`src/rtl/ifetch_pkg.sv`:
```
// Shared definitions for the instruction-fetch line-fill block.
// Optional line-buffer hit path is enabled with IFETCH_LINEBUF_EN.
package ifetch_pkg;

    typedef enum logic [1:0] {
        ST_IDLE    = 2'd0,
        ST_REQ     = 2'd1,
        ST_FILL    = 2'd2,
        ST_DELIVER = 2'd3
    } ifetch_state_t;

    localparam logic [12:0] TAG_READ      = 13'h0001;
    localparam int          LINE_BYTES    = 64;
    localparam int          LINE_OFF_BITS = 6;

    // Pick the 32-bit instruction half of a 64-bit beat (little-endian).
    function automatic logic [31:0] sel_word(input logic [63:0] beat, input logic hi);
        sel_word = hi ? beat[63:32] : beat[31:0];
    endfunction

endpackage

```
`src/rtl/ifetch_linebuf.sv`:
```
// Line buffer: 8 x 64-bit storage, valid/tag, and word-select read port.
// With IFETCH_LINEBUF_EN the stored tag is compared to i_tag to report a hit;
// without it the compare is absent and o_hit is tied low.
module ifetch_linebuf
    import ifetch_pkg::*;
(
    input  logic        clk,
    input  logic        reset_n,
    input  logic        i_wr_en,
    input  logic [2:0]  i_wr_idx,
    input  logic [63:0] i_wr_data,
    input  logic        i_inval,
    input  logic        i_install,
    input  logic [57:0] i_tag,
    input  logic [2:0]  i_rd_idx,
    input  logic        i_rd_hi,
    output logic [31:0] o_rd_word,
    output logic        o_hit
);

    logic [63:0] r_line [8];
    logic        r_valid;
    logic [57:0] r_tag;

    // Beat storage; contents are only trusted once the line is marked valid.
    always_ff @(posedge clk) begin
        if (i_wr_en) begin
            r_line[i_wr_idx] <= i_wr_data;
        end
    end

    // Valid/tag: cleared when a new fill starts, set on the last beat.
    always_ff @(posedge clk or negedge reset_n) begin
        if (!reset_n) begin
            r_valid <= 1'b0;
            r_tag   <= 58'd0;
        end else if (i_inval) begin
            r_valid <= 1'b0;
        end else if (i_install) begin
            r_valid <= 1'b1;
            r_tag   <= i_tag;
        end
    end

    assign o_rd_word = sel_word(r_line[i_rd_idx], i_rd_hi);

`ifdef IFETCH_LINEBUF_EN
    assign o_hit = r_valid && (r_tag == i_tag);
`else
    logic w_unused_tag;
    assign w_unused_tag = ^{r_valid, r_tag};
    assign o_hit = 1'b0;
`endif

endmodule

```
`src/rtl/ifetch_line_fill.sv`:
```
// Instruction fetch responder: fills a 64-byte line over the shared bus and
// returns the addressed 32-bit instruction with sig_recvd.
// Build option IFETCH_LINEBUF_EN lets a fetch hitting the buffered line skip the bus.
module ifetch_line_fill
    import ifetch_pkg::*;
#(
    parameter int BUS_DATA_WIDTH = 64,
    parameter int BUS_TAG_WIDTH  = 13,
    parameter int LINE_BEATS     = 8
) (
    input  logic                      clk,
    input  logic                      reset_n,
    input  logic [63:0]               pc_in,
    input  logic                      fetch_en,
    input  logic                      stall,
    input  logic                      flush,
    output logic [31:0]               instr_out,
    output logic [63:0]               instr_pc,
    output logic                      sig_recvd,
    output logic                      bus_reqcyc,
    output logic [63:0]               bus_req,
    output logic [BUS_TAG_WIDTH-1:0]  bus_reqtag,
    input  logic                      bus_reqack,
    input  logic                      bus_respcyc,
    input  logic [BUS_DATA_WIDTH-1:0] bus_resp,
    input  logic [BUS_TAG_WIDTH-1:0]  bus_resptag,
    output logic                      bus_respack
);

    localparam logic [1:0] S_IDLE    = ST_IDLE;
    localparam logic [1:0] S_REQ     = ST_REQ;
    localparam logic [1:0] S_FILL    = ST_FILL;
    localparam logic [1:0] S_DELIVER = ST_DELIVER;

    logic [1:0]               r_state;
    logic [1:0]               w_next;
    logic [63:0]              r_cur_pc;
    logic [2:0]               r_beat_cnt;
    logic                     r_flushed;
    logic                     r_reqcyc;
    logic [63:0]              r_req;
    logic [BUS_TAG_WIDTH-1:0] r_reqtag;
    logic [31:0]              r_instr;
    logic [63:0]              r_instr_pc;

    logic [63:0] w_pc_aligned;
    logic        w_start;
    logic        w_beat_acc;
    logic        w_last_beat;
    logic        w_drop;
    logic        w_hit;
    logic [31:0] w_lb_word;
    logic [31:0] w_fill_word;
    logic [2:0]  w_rd_idx;
    logic        w_rd_hi;
    logic [57:0] w_tag;
    logic        w_unused;

    assign w_pc_aligned = {pc_in[63:2], 2'b00};
    assign w_start      = (r_state == S_IDLE) && fetch_en && !flush;
    assign w_beat_acc   = (r_state == S_FILL) && bus_respcyc;
    assign w_last_beat  = w_beat_acc && (r_beat_cnt == 3'(LINE_BEATS - 1));
    // A flush seen anywhere during the request/fill suppresses the delivery.
    assign w_drop       = r_flushed || flush;

    // In IDLE the buffer is probed with the incoming PC; afterwards with the latched one.
    assign w_rd_idx = (r_state == S_IDLE) ? pc_in[5:3]     : r_cur_pc[5:3];
    assign w_rd_hi  = (r_state == S_IDLE) ? pc_in[2]       : r_cur_pc[2];
    assign w_tag    = (r_state == S_IDLE) ? pc_in[63:6]    : r_cur_pc[63:6];

    // The last beat is still being written when the instruction is captured, so bypass it.
    assign w_fill_word = (r_cur_pc[5:3] == 3'(LINE_BEATS - 1)) ?
                         sel_word(bus_resp, r_cur_pc[2]) : w_lb_word;

    assign w_unused = ^{bus_resptag, pc_in[1:0]};

    ifetch_linebuf u_linebuf (
        .clk       (clk),
        .reset_n   (reset_n),
        .i_wr_en   (w_beat_acc),
        .i_wr_idx  (r_beat_cnt),
        .i_wr_data (bus_resp),
        .i_inval   (w_start && !w_hit),
        .i_install (w_last_beat),
        .i_tag     (w_tag),
        .i_rd_idx  (w_rd_idx),
        .i_rd_hi   (w_rd_hi),
        .o_rd_word (w_lb_word),
        .o_hit     (w_hit)
    );

    // Next-state decision for the fetch FSM.
    always_comb begin
        w_next = r_state;
        case (r_state)
            S_IDLE: begin
                if (w_start) begin
                    w_next = w_hit ? S_DELIVER : S_REQ;
                end else begin
                    w_next = S_IDLE;
                end
            end
            S_REQ: begin
                if (bus_reqack) begin
                    w_next = S_FILL;
                end else begin
                    w_next = S_REQ;
                end
            end
            S_FILL: begin
                if (w_last_beat) begin
                    w_next = w_drop ? S_IDLE : S_DELIVER;
                end else begin
                    w_next = S_FILL;
                end
            end
            S_DELIVER: begin
                if (flush || !stall) begin
                    w_next = S_IDLE;
                end else begin
                    w_next = S_DELIVER;
                end
            end
            default: begin
                w_next = S_IDLE;
            end
        endcase
    end

    // FSM state, request registers, beat counter and captured instruction.
    always_ff @(posedge clk or negedge reset_n) begin
        if (!reset_n) begin
            r_state    <= S_IDLE;
            r_cur_pc   <= 64'd0;
            r_beat_cnt <= 3'd0;
            r_flushed  <= 1'b0;
            r_reqcyc   <= 1'b0;
            r_req      <= 64'd0;
            r_reqtag   <= '0;
            r_instr    <= 32'd0;
            r_instr_pc <= 64'd0;
        end else begin
            r_state <= w_next;
            case (r_state)
                S_IDLE: begin
                    if (w_start) begin
                        r_cur_pc <= w_pc_aligned;
                        if (w_hit) begin
                            r_instr    <= w_lb_word;
                            r_instr_pc <= w_pc_aligned;
                        end else begin
                            r_reqcyc   <= 1'b1;
                            r_req      <= {pc_in[63:LINE_OFF_BITS], {LINE_OFF_BITS{1'b0}}};
                            r_reqtag   <= BUS_TAG_WIDTH'(TAG_READ);
                            r_flushed  <= 1'b0;
                            r_beat_cnt <= 3'd0;
                        end
                    end
                end
                S_REQ: begin
                    if (flush) begin
                        r_flushed <= 1'b1;
                    end
                    if (bus_reqack) begin
                        r_reqcyc <= 1'b0;
                    end
                end
                S_FILL: begin
                    if (flush) begin
                        r_flushed <= 1'b1;
                    end
                    if (w_beat_acc) begin
                        r_beat_cnt <= r_beat_cnt + 3'd1;
                    end
                    if (w_last_beat && !w_drop) begin
                        r_instr    <= w_fill_word;
                        r_instr_pc <= r_cur_pc;
                    end
                end
                default: begin
                end
            endcase
        end
    end

    assign sig_recvd   = (r_state == S_DELIVER) && !flush;
    assign bus_respack = w_beat_acc;
    assign bus_reqcyc  = r_reqcyc;
    assign bus_req     = r_req;
    assign bus_reqtag  = r_reqtag;
    assign instr_out   = r_instr;
    assign instr_pc    = r_instr_pc;

endmodule

```
`config.mk`:
```
export PLATFORM = sky130hd
export DESIGN_NAME = ifetch_line_fill
export DESIGN_NICKNAME = d
export VERILOG_FILES = /design/src/rtl/ifetch_pkg.sv /design/src/rtl/ifetch_linebuf.sv /design/src/rtl/ifetch_line_fill.sv
export SDC_FILE = /design/constraint.sdc
export NUM_CORES = 1
export LEC_CHECK = 0
export BUFFER_PORTS_ARGS = -buffer_cell sky130_fd_sc_hd__buf_2
export CORE_UTILIZATION = 52
export CTS_CLUSTER_SIZE = 8
export DETAILED_ROUTE_END_ITERATION = 10
export PLACE_DENSITY_LB_ADDON = 0.3
export SYNTH_ARGS = -nofsm -noshare
export SYNTH_HDL_FRONTEND = slang
export SYNTH_SLANG_ARGS = --single-unit
```
`constraint.sdc`:
```
create_clock -name clk -period 5.8 [get_ports clk]
set_clock_uncertainty 0.1 [all_clocks]
set_input_delay 1.74 -clock clk [delete_from_list [all_inputs] [get_ports clk]]
set_output_delay 1.74 -clock clk [all_outputs]
set_load 0.005 [all_outputs]
```
Word level (Yosys, flattened, before mapping) --
Memory sizes are Yosys's and may differ from the RTL's. Index checks and enable logic that the tools add are counted.
Cells by class: $add $sub $neg 1, $mul 0, divide/modulo/power cells 0, magnitude comparators 0, equality and inequality tests 9, shift operators 0, muxes and demuxes 22, bitwise logic cells 0, reductions and logical operators 21
Operators by type and width (count):
- $mux 32 | 3
- $mux 3 | 3
- $reduce_and 3->1 | 3
- $mux 1 | 8
- $mux 2 | 4
- $pmux 2 s4 | 1
- $eq 3x3->1 const B | 2
- $logic_and 1x1->1 | 6
- $pmux 3 s2 | 1
- $reduce_bool 2->1 | 3
- $eq 2x2->1 const B | 2
- $ne 2x1->1 const B | 2
- $ne 2x2->1 const B | 2
- $pmux 1 s2 | 2
- $reduce_and 2->1 | 2
- $add 3x1->3 const B | 1
- $logic_not 1->1 | 3
- $eq 2x1->1 const B | 1
- $logic_not 2->1 | 1
- $logic_or 1x1->1 | 2
- $reduce_or 2->1 | 1
Word-level totals: register bits 222, bits in latches 0, bits in writable memories 512, bits in read-only memories 0, bits of input ports 148, output and inout port bits 176, memories kept 1
Memories:
- u_linebuf.r_line | depth 8, bits a word 64, rd ports 1, clocked after Yosys merged registers in 0, write ports 1, RTL line ifetch_linebuf.sv:21 | logic [63:0] r_line [8];

Depth between registers and ports, before layout --
Gate-level depths: netlist of run 1.
depth after elaboration 5, mapped depth 11, depth with buffers taken out 7

Cells and area by module --
A second synthesis of run 1 with hierarchy kept.
Unflattened totals: cell total of the unflattened synthesis 1906, area total of the unflattened synthesis 31212.4 µm²
Modules (own cells, without submodules):
- ifetch_linebuf | times used 1, cells each 798, area each 19154.6 µm²
- ifetch_line_fill | times used 1, cells each 1108, area each 12057.8 µm²

Least setup slack after synthesis of run 1 --
No wires, ideal clock.
path kind input-to-reg, from input bus_respcyc, to memory u_linebuf.r_line[0][0] (enable), setup time 565 ps, data arrival time 6384 ps, required time 5135 ps, setup slack -1248 ps, stages 3, path through and2_1 -> nand2b_1 -> nor3_1
Between the ends: word-level cells in the longest chain between the ends 3
Ends and longest elaborated chain:
- start, declared | RTL line ifetch_line_fill.sv:24 | input logic bus_respcyc,
- $logic_and 1x1->1 | RTL line ifetch_line_fill.sv:61 | assign w_beat_acc = (r_state == S_FILL) && bus_respcyc;
- $mux 1 | RTL line ifetch_linebuf.sv:27 | if (i_wr_en) begin
- $mux 1 (not written as such) | RTL line ifetch_linebuf.sv:28 | r_line[i_wr_idx] <= i_wr_data;
- end, declared | RTL line ifetch_linebuf.sv:21
No other way between the ends.

Worst setup path in the final report of run 1 --
from input bus_respcyc, to output bus_respack
Between the ends: word-level cells in the longest chain between the ends 1
Ends and longest elaborated chain:
- $logic_and 1x1->1 | RTL line ifetch_line_fill.sv:61
- end, declared | RTL line ifetch_line_fill.sv:27 | output logic bus_respack
No other way between the ends.

==> metrics.md, run 1 <==
| Metric | Value |
|---|---|
| Status | `finished clean` |
| Most used DFF post-synth | `edfxtp_1` |
| Number of detailed-route iterations in the first pass | `5` |
| Register area share after synthesis | `73.2%` |
| H-tree depth | `3` |
| Post-synth top area share | `57.8%` |
| GPL Wtd Cong | `about 0.76` |
| Ys async rst share | `24.3%` |
| Clk buf depth | `3` |
| Setup Buffers After CTS | `0` |
| Layout cells sized above 1 | `39.9%` |
| Drt wl/cell | `25.2 um` |
| Finished Layout Cells | `2399` |
| Total Wirelength | `60400 um` |
| Port bufs | `288` |
| Worst-margin pin slew | `between 1000 and 1500 ps` |
| Post-synthesis sequential element count | `676` |
| Leakage | `11.8 nW` |
| Slew HR | `26.2%` |
| Fmax | `between 200 and 250 MHz` |
| WP buf/inv | `2` |
| Critical-path cell list | `buf_2 > and2_1 > buf_2` |
| Hold crit path type | `reg -> reg` |
| Slowest CP cell | `and2_1` |
| Period utilization | `70.9%` |
| Synth unique cells | `39` |
| NumNets Final | `1823` |
| I/O pin count | `324` |
| Initial antenna violation count | `10` |
| Max-Cap Viols | `0` |
| Die Y | `228 um` |
| Largest net degree at the start of global routing | `94` |
| Gr usage total | `between 20% and 30%` |
| Routed via count | `14.1k` |
| Worst Hold Depth | `1` |
| CTS sink cnt | `676` |
| Worst hold start | `bus_reqtag[0]` |
| Gr ovfl total | `0` |
| CP Max Fanout | `7` |
| DP HPWL | `32800 um` |
| Total CTS buffers | `94` |
| Mapped cell area | `approximately 27000 um^2` |
| Row cnt | `82` |
| Cell area after layout | `31200 um^2` |
| Cell family with the largest share of critical-path delay | `buffers and inverters` |
| Clock-pin slew on the worst setup and hold paths | `approximately 50 ps` |
| DRT iter0 DRCs | `1067` |
| Tmin final | `4110 ps` |
| Syn avg cell area | `19.3 um^2` |
| Number of synthesized flops with an enable pin | `a little over 500` |
| Worst slack, placed | `between 1500 and 2000 ps` |
| Critical Path AT | `approximately 2300 ps` |
| Hold Vio Cnt, Final | `0` |
| Final Max Slew Viols | `0` |
| Final WS setup | `1690 ps` |
| Most common cell on crit path | `buf_2` |
| Post-synth top cells | `512 x edfxtp_1, 164 x dfrtp_1, 124 x mux2_2, 118 x mux4_2, 90 x buf_4` |
| Area contributors post-synth | `edfxtp_1 58%, dfrtp_1 15%, mux4_2 10%, mux2_2 5.3%, buf_4 2.5%` |
| Initial Util | `52.9%` |
| Critical Path RT | `3960 ps` |
| Placement Cell Area | `28500 um^2` |
| Core area | `50300 um^2` |
| CTS tree | `yes` |
| Ys Warns | `0` |
| Antenna-violating nets left | `0` |
| Worst-Skew Late Latency | `620 ps` |
| Dpl cells | `2244` |
| Die Area | `52000 um^2` |
| Crit-path max cell delay | `roughly 230 ps` |
| CTS resizes | `0` |
| Reg2reg setup slack | `approximately 2200 ps` |
| Area leader, netlist | `edfxtp_1` |
| Syn Inst Count | `1380` |
| Finish-stage setup viols | `0` |
| Vias in the first global route | `14.9k` |
| Top-count cell post-synth | `edfxtp_1` |
| Cell area power density | `446 nW/um^2` |
| Vias per inst | `5.87` |
| CTS Hold Buffers Added | `0` |
| WHS Endpoint | `bus_reqtag[0]` |
| Worst R2R End | `instr_out[31]` |
| Crit Path Class | `in -> out` |
| Worst Setup Start Kind | `input port` |
| Max VDD drop | `0.340 mV` |
| R2r startpoint | `r_state[0]` |
| FF-to-FF path depth | `8` |
| Setup crit end kind | `primary output` |
| Die Wd | `228 um` |
| First-pass GRT wire length | `91700 um` |
| Setup TNS | `0 ps` |
| Syn-to-layout area delta | `17.4%` |
| Unrepaired setup endpoints after global routing | `no` |
| Fill count | `roughly 3.6k` |
| Residual DRC | `0` |
| Root Buffer | `clkbuf_16` |
[logic make-up (layout without fill, tap and decap cells)]
logic type               after synthesis  after routing  synth area share [%]
AO/OA/AOI/OAI                        195            195                  4.55
AND/OR/NAND/NOR                       46             46                 0.823
buffers and inverters                157            481                  3.66
multiplexers                         298            298                  17.4
flip-flops                           676            676                  73.2
adder cells (fa/ha/maj)                7              7                 0.329
other                                  1             24                0.0141
[sequential cells by signal (all words and copies together) (netlist names)]
register          count
instr_pc             62
u_linebuf.r_line    512
instr_out            32
r_cur_pc              4
bus_reqtag            1
bus_req              58
r_state               2
bus_reqcyc            1
r_beat_cnt            3
r_flushed             1
[layout by cell type (no fill, tap or decap), types with 8 or more instances in the layout]
master     count
o21ai_0       10
inv_1          8
clkbuf_16     96
clkbuf_1      48
a31oi_1       32
buf_4         29
a21oi_1       75
buf_2        287
conb_1        20
mux2i_1       54
edfxtp_1     512
dfrtp_1      163
nand2_1       16
a22oi_1       55
mux4_2       118
mux2_2       124
[final cells by class]
type / count / area [um^2] / share of cell area [%]
diodes: 4 / 10.0 / 0.0321
clock buffers: 146 / 2610 / 8.36
clock inverters: 5 / 91.3 / 0.293
inverters: 8 / 30.0 / 0.0962
multi-input cells: 566 / 6380 / 20.4
flip-flops and latches: 676 / 19500 / 62.4
well taps: 672 / 841 / 2.69
repair buffers: 322 / 1770 / 5.66
[power breakdown]
part / internal [mW] / switching [mW] / leakage [nW]
registers: 5.51 / 0.194 / 6.75
clock network: 3.05 / 1.91 / 1.29
logic: 1.53 / 1.72 / 3.77
total: 10.1 / 3.83 / 11.8
[stage by stage]
step | total power, mW | hold slack, ps | util (%)
floorplan | 8.26 | 359 | -
global placement | 8.98 | 350 | 56.7
detailed placement | 9.05 | 362 | 56.7
CTS | 14.0 | 378 | 62.1
global route | 14.5 | 391 | 62.1
finish | 13.9 | 377 | 62.1
[per-layer routing]
layer | routed length (um) | vias to the layer above | GRT usage [%]
li1 | - | 6032 | -
met1 | 24100 | 7271 | 31.3
met2 | 29800 | 650 | 38.7
met3 | 5210 | 112 | 6.69
met4 | 1270 | 12 | 6.77
met5 | 68 | - | 0
[worst max path at each step]
stage | from | end | slack, ps | depth (start not counted)
2_1_floorplan | bus_respcyc | u_linebuf.r_line[4][0] | 470 | 3
3_3_place_gp | bus_respcyc | u_linebuf.r_line[4][8] | 1660 | 5
3_5_place_dp | bus_respcyc | u_linebuf.r_line[4][40] | 1580 | 5
4_1_cts | bus_respcyc | bus_respack | 1690 | 3
5_1_grt | bus_respcyc | bus_respack | 1660 | 3
6_report | bus_respcyc | bus_respack | 1690 | 3
Note: power is estimated with default switching activity, not from simulation.
==> run 2, diff against run 1 <==
Settings changed: ABC_AREA from default to 1, CORE_UTILIZATION 52 to 59.
Clock period 5.8 ns to 3.8 ns, I/O delays scaled along.
==> metrics.md, run 2 <==
| Metric | Value |
|---|---|
| Status | `finished clean` |
| CTS tree | `yes` |
| Drt wl/cell | `19.7 um (-22%)` |
| Core area | `50300 um^2 (unchanged)` |
| Antenna-violating nets left | `0 (unchanged)` |
| GPL Wtd Cong | `0.880 (+16%)` |
| Crit. Startpoint | `r_state[0]` |
| Most used DFF post-synth | `edfxtp_1` |
| Tmin final | `3220 ps` |
| Total Wirelength | `79600 um (+32%)` |
| Unrepaired setup endpoints after global routing | `no` |
| Die Y | `228 um (about the same)` |
| Max reg flops | `512 (unchanged)` |
| DRT iter0 DRCs | `2501 (+130%)` |
| Net Sw Power | `8.80 mW (+130%)` |
| Hold crit path type | `reg -> reg` |
| Largest net degree at the start of global routing | `129 (+37%)` |
| Worst slack, placed | `668 ps (-915 ps)` |
| Setup crit end kind | `flop` |
| Switch share | `36.2% (+8.7 points)` |
| Fmax | `311 MHz` |
| Clock share of power | `31.2% (-4.5 points)` |
| Cell family with the largest share of critical-path delay | `simple AND/OR/NAND/NOR gates` |
| Worst-Skew Late Latency | `630 ps (about the same)` |
| H-tree depth | `3 (unchanged)` |
| Root Buffer | `clkbuf_16` |
| Die Area | `52000 um^2 (-0.15%)` |
| Comb pwr share | `33.1% (+9.7 points)` |
| Compound-cell area share of the yosys netlist | `2.36% (-2.2 points)` |
| CP Max Fanout | `61 (+54)` |
| First-pass GRT wire length | `124000 um (+35%)` |
| CP endpoint | `instr_out[3]` |
| Area leader, netlist | `edfxtp_1` |
| Most common cell after layout, fill and taps aside | `nand2_1` |
| Ys Warns | `0 (unchanged)` |
| Share of power burned in registers | `35.7% (-5.3 points)` |
| Ys async rst share | `24.3% (unchanged)` |
| DP HPWL | `43300 um (+32%)` |
| Port bufs | `288 (unchanged)` |
| Worst hold start | `instr_out[14]` |
| Total CTS buffers | `94 (unchanged)` |
| Gr usage total | `30.9% (+7.2 points)` |
| CTS resizes | `0 (unchanged)` |
| Internal power | `15.5 mW (+54%)` |
| Initial Util | `59.9% (+7.0 points)` |
| Largest family of logic cells by synthesized area | `simple AND/OR/NAND/NOR gates` |
| CTS Hold Buffers Added | `0 (unchanged)` |
| Period utilization | `about 85%` |
| Most common cell on crit path | `nand3_1` |
| Gr ovfl total | `0 (unchanged)` |
| Setup TNS | `0 ps (unchanged)` |
| Max VDD drop | `0.448 mV (+32%)` |
| Row cnt | `82 (unchanged)` |
| Setup Buffers After CTS | `0 (unchanged)` |
| Slowest CP cell | `ha_1` |
| Reg2reg setup slack | `580 ps (-1600 ps)` |
| CTS sink cnt | `676 (unchanged)` |
| FF-to-FF path depth | `13 (+5)` |
| Critical Path AT | `3670 ps (+1400 ps)` |
| R2r startpoint | `r_state[0]` |
| Residual DRC | `0 (unchanged)` |
| Crit path depth | `13 (+10)` |
| Register area share after synthesis | `64.7% (-8.6 points)` |
| Routed via count | `22.4k (+59%)` |
| Mapped cell area | `30100 um^2 (+13%)` |
| Number of synthesized flops with an enable pin | `512 (unchanged)` |
| Worst R2R End | `instr_out[3]` |
| Final Util | `68.7% (+6.7 points)` |
| Top-count cell post-synth | `nand2_1` |
| Syn Inst Count | `3071 (+120%)` |
| WP buf/inv | `3 (+1)` |
| Syn avg cell area | `9.81 um^2 (-49%)` |
| Number of detailed-route iterations in the first pass | `6 (+1)` |
| Most frequent cells in the layout | `687 x nand2_1, 642 x nand3_1, 584 x inv_1` |
| Fraction of synthesized cell area in xor and xnor cells | `0% (unchanged)` |
| I/O pin count | `324 (unchanged)` |
| Slew HR | `19.7% (-6.5 points)` |
| Critical Path RT | `4250 ps (+290 ps)` |
| Final WS setup | `583 ps (-1100 ps)` |
| Vias per inst | `5.55 (-5.3%)` |
| Worst-margin pin slew | `1200 ps (+93.5 ps)` |
| Worst Setup Start Kind | `flop` |
| Cell area power density | `703 nW/um^2 (+58%)` |
| Post-synth top cells | `689 x nand2_1, 644 x nand3_1, 585 x inv_1, 512 x edfxtp_1, 164 x dfrtp_1` |
| Clock-pin slew on the worst setup and hold paths | `50 ps (about the same)` |
| Crit-path max cell delay | `510 ps (+280 ps)` |
| Post-synthesis sequential element count | `676 (unchanged)` |
| Critical-path cell list | `inv_1 > ha_1 > inv_2 > nand2_4 > nand2_8 > buf_12 > nand2_1 > nand3_1 > nand3_1 > nand3_1 > nand3_1 > nand2_1 > nand2_1` |
| Leakage | `16.0 nW (+36%)` |
| Finish-stage setup viols | `0 (unchanged)` |
| Mux cell area share after synthesis | `0% (-17 points)` |
| Final Max Slew Viols | `0 (unchanged)` |
| Hold Vio Cnt, Final | `0 (unchanged)` |
| Initial antenna violation count | `19 (+9)` |
| Post-synth top area share | `51.0% (-6.8 points)` |
| NumNets Final | `3437 (+89%)` |
| Syn-to-layout area delta | `14.7%` |
| Vias in the first global route | `22.8k (+53%)` |
| Area contributors post-synth | `edfxtp_1 51%, dfrtp_1 14%, nand3_1 11%, nand2_1 8.6%, inv_1 7.3%` |
| Largest Register | `u_linebuf.r_line` |
| Layout cells sized above 1 | `13.9% (-26 points)` |
| Simple-gate share of the synthesized area | `20.4% (+20 points)` |
| Die Wd | `228 um (about the same)` |
| Crit Path Class | `reg -> reg` |
| Adder-Cell Fraction of Synth Area | `0.291% (-0.039 points)` |
| Max-Cap Viols | `0 (unchanged)` |
| Pwr Total | `24.3 mW (+75%)` |
| Worst hold margin | `374 ps (-2.62 ps)` |
| Synth unique cells | `24 (-38%)` |
| Clk buf depth | `3 (unchanged)` |
==> run 2: cell types whose count changed after synthesis, sizes merged, moves of 66 or more <==
cell / previous run / this run
a21oi: 75 / 3
buf: 116 / 193
inv: 8 / 587
mux2: 125 / 0
mux4: 118 / 0
nand2: 16 / 692
nand3: 5 / 644
nor2: 10 / 76
o21ai: 12 / 134
==> run 2: how the worst min path moves through the flow <==
stage | to | slack, ps | depth (start not counted)
floorplan | bus_reqtag[0] | 360 | 1
global placement | bus_reqtag[0] | 350 | 1
detailed placement | bus_reqtag[0] | 360 | 1
CTS | instr_out[14] | 380 | 2
global route | bus_reqtag[0] | 400 | 1
finish | instr_out[14] | 370 | 2
==> run 2: final cells by class <==
class / count / area, um^2
fill: 3582 / 15700
sequential: 676 / 19500
inverter: 588 / 2210
antenna: 12 / 30.0
clock buffer: 154 / 2600
multi-input combinational: 1582 / 7160
clock inverter: 5 / 55.1
tap: 672 / 841
timing repair buffer: 340 / 2190
==> run 2: metrics by stage <==
stage,std cells,cell area (um^2)
floorplan,3090,30200
global placement,3858,31900
detailed placement,3858,31900
CTS,4017,34500
global route,4027,34600
finish,4029,34600
==> run 2: tightest hold or removal path: cells and delay by family (launching register included) <==
| kind | cells | cell delay [ps] |
|---|---|---|
| DFF | 1 | 340 |
| and+or+nand+nor | 2 | 100 |
==> run 2: logic make-up after synthesis <==
group | count (synthesis)
AND/OR/NAND/NOR | 1415
other | 1
buffers and inverters | 832
AO/OA/AOI/OAI | 140
adder cells (fa/ha/maj) | 7
flip-flops | 676
==> run 2: power by group through the flow <==
| stage | logic, mW | clock network [mW] | registers, mW |
|---|---|---|---|
| after floorplan | 5.76 | 0 | 8.75 |
| after CTS | 7.92 | 7.63 | 8.67 |
| final | 8.05 | 7.58 | 8.67 |
| after global placement | 7.61 | 0 | 8.77 |
| after detailed placement | 7.82 | 0 | 8.79 |
| after global routing | 8.75 | 7.94 | 8.71 |
==> run 2: per-layer routing <==
layer	part of all wire, %	GRT usage, %	up-vias
met5	0.20	1.10	-
met4	3.8	16.1	18
met3	11	7.59	225
met2	47	48.8	1274
met1	38	39.6	10600
li1	-	-	10200
